===== src/rtl/lab2_serial_adder.sv =====
// Bit-serial ripple-carry adder: one full-adder cell and a carry FF, LSB first.
// WIDTH+1 cycles per add. A start seen on the edge leaving DONE chains the next operation.
module lab2_serial_adder #(
  parameter int WIDTH = 4
) (
  input  logic             clk,
  input  logic             rst_n,
  input  logic             start_i,
  input  logic [WIDTH-1:0] a_i,
  input  logic [WIDTH-1:0] b_i,
  input  logic             cin_i,
  output logic             busy_o,
  output logic             done_o,
  output logic [WIDTH-1:0] sum_o,
  output logic             cout_o
);

  localparam int CW = $clog2(WIDTH);

  typedef enum logic [1:0] {
    IDLE  = 2'd0,
    SHIFT = 2'd1,
    DONE  = 2'd2
  } state_t;

  state_t           state_q, state_d;
  logic [WIDTH-1:0] a_sh_q, a_sh_d;
  logic [WIDTH-1:0] b_sh_q, b_sh_d;
  logic [WIDTH-1:0] ps_q, ps_d;
  logic [WIDTH-1:0] sum_q, sum_d;
  logic             c_q, c_d;
  logic             cout_q, cout_d;
  logic [CW-1:0]    cnt_q, cnt_d;

  logic             s_bit;
  logic             c_next;
  logic             last_bit;

  assign s_bit    = a_sh_q[0] ^ b_sh_q[0] ^ c_q;
  assign c_next   = (a_sh_q[0] & b_sh_q[0]) | (a_sh_q[0] & c_q) | (b_sh_q[0] & c_q);
  assign last_bit = (cnt_q == CW'(WIDTH - 1));

  always_comb begin
    state_d = state_q;
    a_sh_d  = a_sh_q;
    b_sh_d  = b_sh_q;
    ps_d    = ps_q;
    sum_d   = sum_q;
    c_d     = c_q;
    cout_d  = cout_q;
    cnt_d   = cnt_q;
    case (state_q)
      IDLE, DONE: begin
        // DONE always leaves after one cycle; a start on that edge loads directly
        if (start_i) begin
          a_sh_d  = a_i;
          b_sh_d  = b_i;
          c_d     = cin_i;
          cnt_d   = '0;
          ps_d    = '0;
          state_d = SHIFT;
        end else begin
          state_d = IDLE;
        end
      end
      SHIFT: begin
        a_sh_d = a_sh_q >> 1;
        b_sh_d = b_sh_q >> 1;
        c_d    = c_next;
        ps_d   = {s_bit, ps_q[WIDTH-1:1]};
        cnt_d  = cnt_q + CW'(1);
        if (last_bit) begin
          sum_d   = {s_bit, ps_q[WIDTH-1:1]};
          cout_d  = c_next;
          state_d = DONE;
        end
      end
      default: state_d = IDLE;
    endcase
  end

  always_ff @(posedge clk or negedge rst_n) begin
    if (!rst_n) begin
      state_q <= IDLE;
      a_sh_q  <= '0;
      b_sh_q  <= '0;
      ps_q    <= '0;
      sum_q   <= '0;
      c_q     <= 1'b0;
      cout_q  <= 1'b0;
      cnt_q   <= '0;
    end else begin
      state_q <= state_d;
      a_sh_q  <= a_sh_d;
      b_sh_q  <= b_sh_d;
      ps_q    <= ps_d;
      sum_q   <= sum_d;
      c_q     <= c_d;
      cout_q  <= cout_d;
      cnt_q   <= cnt_d;
    end
  end

  assign busy_o = (state_q == SHIFT);
  assign done_o = (state_q == DONE);
  assign sum_o  = sum_q;
  assign cout_o = cout_q;

endmodule

===== config.mk =====
export PLATFORM = sky130hd
export DESIGN_NAME = lab2_serial_adder
export DESIGN_NICKNAME = d
export VERILOG_FILES = /design/src/rtl/lab2_serial_adder.sv
export SDC_FILE = /design/constraint.sdc
export NUM_CORES = 1
export LEC_CHECK = 0
export BUFFER_PORTS_ARGS = -buffer_cell sky130_fd_sc_hd__buf_2
export CORE_ASPECT_RATIO = 1.1
export CORE_MARGIN = 2
export CORE_UTILIZATION = 55
export CTS_CLUSTER_DIAMETER = 150
export CTS_CLUSTER_SIZE = 12
export DETAILED_ROUTE_END_ITERATION = 8
export PLACE_DENSITY_LB_ADDON = 0.3
export SLEW_MARGIN = 30
export SYNTH_ARGS = -nofsm -noshare
export SYNTH_HDL_FRONTEND = slang
export SYNTH_SLANG_ARGS = --single-unit

===== constraint.sdc =====
create_clock -name clk -period 2 [get_ports clk]
set_clock_uncertainty 0.05 [all_clocks]
set_input_delay 0.2 -clock clk [delete_from_list [all_inputs] [get_ports clk]]
set_output_delay 0.2 -clock clk [all_outputs]
set_load 0.01 [all_outputs]

After elaboration in Yosys (flattened, before gate mapping)
Cells that the tools add are included.
{ "classes": {"n_addsub": 1, "eq_ne": 5, "muxes": 13, "n_bitwise": 7, "n_reduce_logical": 5} }
{ "ops": {"columns": ["op", "n"], "rows": [
  ["$pmux W4 S2", 3],
  ["$mux W4", 3],
  ["$pmux W2 S2", 2],
  ["$eq A2 B2 Y1 const B", 2],
  ["$mux W2", 2],
  ["$reduce_and A2 Y1", 2],
  ["$and A1 B1 Y1", 3],
  ["$add A2 B1 Y2 const B", 1],
  ["$eq A2 B1 Y1 const B", 1],
  ["$logic_not A2 Y1", 1],
  ["$mux W1", 2],
  ["$ne A2 B1 Y1 const B", 1],
  ["$ne A2 B2 Y1 const B", 1],
  ["$or A1 B1 Y1", 2],
  ["$pmux W1 S2", 1],
  ["$reduce_bool A2 Y1", 1],
  ["$reduce_or A2 Y1", 1],
  ["$xor A1 B1 Y1", 2]
]} }
{ "word_totals": {"register_bits": 22, "input_bits": 12, "out_inout_bits": 7} }

Logic depth before layout (Yosys ltp)
{ "logic_depth": {"depth_word": 4, "mapped_depth": 5} }

Least setup slack after synthesis
OpenSTA, ideal clock, no wires.
{ "synth_path": {"kind": "register to register", "from": "reg a_sh_q[0]", "to": "reg sum_q[3] (netlist: sum_o[3])", "arrival_time_ps": 1134, "slack_ps": 690, "stages_incl_launch_ff": 3, "n_path_buf": 0, "synth_period_minus_slack_ps": 1310, "cell_sequence": "dfrtp_1 > fa_1 > mux2_4"} }
{ "synth_between": {"elab_chain_cells": 2} }
{ "synth_rtl": {"columns": ["item", "line", "text"], "rows": [
  ["start: declaration", "27", "logic [WIDTH-1:0] a_sh_q, a_sh_d;"],
  ["start signal: assignment", "94", "a_sh_q <= a_sh_d;"],
  ["$xor A1 B1 Y1 (2 in a row)", "39", "assign s_bit = a_sh_q[0] ^ b_sh_q[0] ^ c_q;"],
  ["named net s_bit", "35", "logic s_bit;"],
  ["end signal: assignment", "97", "sum_q <= sum_d;"],
  ["end: declaration", "30", "logic [WIDTH-1:0] sum_q, sum_d;"]
]} }
The timed path passes the listed nets, and every way through them passes these cells.
A chain may end at the register's enable or synchronous reset.

Worst setup path after layout
{ "layout_path": {"from": "reg state_q[1]", "to": "out done_o"} }
{ "layout_between": {"elab_chain_cells": 1} }
{ "layout_rtl": {"columns": ["item", "line", "text"], "rows": [
  ["start: declaration", "26", "state_t state_q, state_d;"],
  ["start signal: assignment", "93", "state_q <= state_d;"],
  ["$eq A2 B2 Y1", "105", "assign done_o = (state_q == DONE);"],
  ["end: declaration", "13", "output logic done_o,"]
]} }
No other way between the ends.

==> run_results.csv <==
group,metric,value,unit
placed_design,dp_hpwl,1.318,mm
yosys,synthAdderAreaFrac,3.088,%
detailed_routing,drt_iter0_drc,11,
min_path,hold_class,"in2reg",
cells_and_area,n_antenna_cell,0,
detailed_routing,first_pass_iters,4,
sta,hold_violations,0,
pwr,power_frac_seq,43.5,%
clock_tree,cts-root-buf,"clkbuf_4",
die,floorplan.rows,16,
sta,final.setup.worst_slack,0.4864,ns
pwr,vdd_drop_max,815.8,uV
cells_and_area,design_area,1170,sq um
worst_setup_path,start_kind,"register",
yosys,yosys_warnings,0,
yosys,synth_xor_area_share,0.8314,%
yosys,synth_compound_area_share,13.06,%
pwr,pwr-share-clk,11.8,%
job,max-cap-violations,0,
worst_setup_path,criticalPathCategory,"reg2out",
clock_tree,cts_tree,"done",
worst_setup_path,crit_fanout,13,
placed_design,dpl_worst_slack,0.6589,ns
yosys,yosys_register_bits,21,
clock_tree,clock_latency,0.30,ns
global_routing,grt_pass1_wl,2.973,mm
placed_design,numPortBuffers,18,
cells_and_area,final_util,64.93,%
yosys,yosys_most_used_dff,"dfrtp_1",
cells_and_area,drive_above_1_share,28.97,%
worst_setup_path,cp_data_required_time,1.75,ns
pwr,leakage,0.5661,nW
global_routing,antenna_found_initial,0,
pwr,p_switching,0.0006491,W
yosys,synth_top_family_by_area,"multiplexers",
detailed_routing,drt-total-wl,1.789,mm
die,dieHeight,49.90,um
clock_tree,postCtsHoldBufs,1,
global_routing,first_global_vias,679,
clock_tree,path_clk_slew,0.12,ns
die,dieArea,2282,sq um
clock_tree,cts_setup_buffers,0,
yosys,muxShareOfSynthArea,17.58,%
pwr,comb_power_share,44.8,%
worst_setup_path,endpoint_kind,"output pin",
sta,min_period,1.514,ns
clock_tree,post_cts_resized,0,
sta,worstMarginPinSlew,0.4523,ns
cells_and_area,fillers,138,
clock_tree,numCtsBuffers,3,
outcome,outcome,"finished, final reports clean",
sta,slew_violations,0,
yosys,seq_area_frac_synth,49.88,%
yosys,syn_nets,102,
global_routing,track_usage,18.02,%
pwr,p_int,0.001094,W
cells_and_area,final_nets,122,
sta,slew_headroom,69.85,%
detailed_routing,route.vias.total,735,
clock_tree,cts_sinks,21,
yosys,ys_async_sr_fraction,100.0,%
detailed_routing,wl_per_cell,14.31,um
sta,rsz0062_at_grt,"false",
yosys,synthSimpleGateAreaFrac,9.857,%
placed_design,place_area,1132,sq um
die,initial_core_util,58.47,%
detailed_routing,ant_nets,0,
placed_design,gp_congestion,0.6930,
global_routing,grt_max_degree,22,
yosys,syn_area_per_cell,11.97,sq um
yosys,syn_area,1054,sq um
sta,fin_crit_sh,75.68,%
detailed_routing,viasPerCell,5.880,
clock_tree,htreeDepth,1,
pwr,powerDensity,1490,nW/um^2
cells_and_area,area_growth,11.04,%
die,die_x,45.73,um
sta,max_freq,660.7,MHz
sta,whs,0.1167,ns
worst_setup_path,crit_arrival,1.26,ns
yosys,yosysUniqueCellTypes,22,
detailed_routing,drt_drc_violations_left,0,
die,io_pins,19,
yosys,synthCells,88,
yosys,synth_edf_count,0,
pwr,p_sw_share,37.24,%
sta,tns,0,ns
clock_tree,clock_path_buffers,2,
die,core-area,1802,sq um
sta,setup_violations,0,
global_routing,grt-ovfl-total,0,
## cell type report
type                       count  area, sq um  share of cell area (%)
sequential                    21        525.5                   44.92
multi-input combinational     58        467.9                   40.00
timing repair buffer          21        115.1                   9.840
clock buffer                   3        22.52                   1.925
tap                           18        22.52                   1.925
inverter                       3        11.26                  0.9626
clock inverter                 1        5.005                  0.4278
## kinds of logic after synthesis
family,count (synthesis)
flops,21
buf+inv,9
xor+xnor,1
compound gates,22
mux,16
simple gates,17
fa+ha+maj,2
## state kept, by name, indices dropped and copies added, names as in the netlist
signal	cells
ps_q	3
a_sh_q	4
c_q	1
state_q	2
cnt_q	2
b_sh_q	4
cout_o	1
sum_o	4
## per-layer routing
layer  track usage (%)  routed length, um
met3             3.297                 59
met1             23.65                816
met2             28.64                898
met4             7.143                 13
met5                 0                  0
## placed cells by master, fill, tap and decap left out, drive strengths merged
cell / Yosys / routed
nor2: 1 / 1
nor2b: 8 / 8
nand3: 2 / 2
a221o: 1 / 1
xor2: 1 / 1
inv: 3 / 3
clkinv: 0 / 1
o21ai: 6 / 6
a211oi: 6 / 6
and3: 1 / 1
ha: 1 / 1
mux2: 5 / 5
dfrtp: 21 / 21
dlygate4sd3: 0 / 1
mux2i: 11 / 11
a21oi: 7 / 7
nand2: 5 / 5
a22o: 2 / 2
buf: 5 / 20
fa: 1 / 1
clkbuf: 1 / 3
## critical path, cell delays in order (launching register included)
cell	delay [ns]
dfrtp_1	0.41
buf_4	0.25
nor2b_1	0.17
buf_2	0.14
## cell usage after synthesis (all sizes together), types with 2 or more instances
library cell  count  area [sq um]
dfrtp            21         525.5
inv               3         11.26
a22o              2         17.52
a21oi             7         35.03
nor2b             8         57.55
buf               5         45.04
mux2              5         75.07
a211oi            6         45.04
o21ai             6         30.03
nand3             2         10.01
mux2i            11         110.1
nand2             5         26.27
## path summary, 6_finish.rpt
path	from	to	slack (ns)	depth (start not counted)
min in group asynchronous	rst_n	b_sh_q[1]$_DFFE_PN0P_	0.31	2
hold reg to reg	sum_o[2]$_DFFE_PN0P_	sum_o[2]$_DFFE_PN0P_	0.47	1
setup reg to reg	a_sh_q[0]$_DFFE_PN0P_	sum_o[3]$_DFFE_PN0P_	0.65	2
setup / recovery	state_q[1]$_DFFE_PN0P_	done_o	0.49	3
hold / removal	cin_i	c_q$_DFFE_PN0P_	0.12	3
max in group asynchronous	rst_n	state_q[0]$_DFFE_PN0P_	1.27	2
## through the flow
stage	instances	total power, W
5_1_grt	125	0.001897
3_3_place_gp	120	0.001508
2_1_floorplan	88	0.001383
4_1_cts	125	0.001759
6_report	125	0.001743
3_5_place_dp	120	0.001556
## power groups by stage
| stage | sequential [W] | combinational [W] | clock [W] |
|---|---|---|---|
| 4_1_cts | 0.000760 | 0.000788 | 0.000211 |
| 6_report | 0.000758 | 0.000781 | 0.000205 |
| 3_5_place_dp | 0.000770 | 0.000786 | 0 |
| 5_1_grt | 0.000784 | 0.000875 | 0.000237 |
| 3_3_place_gp | 0.000754 | 0.000754 | 0 |
| 2_1_floorplan | 0.000754 | 0.000629 | 0 |
Power figures use the tool's default switching activity.
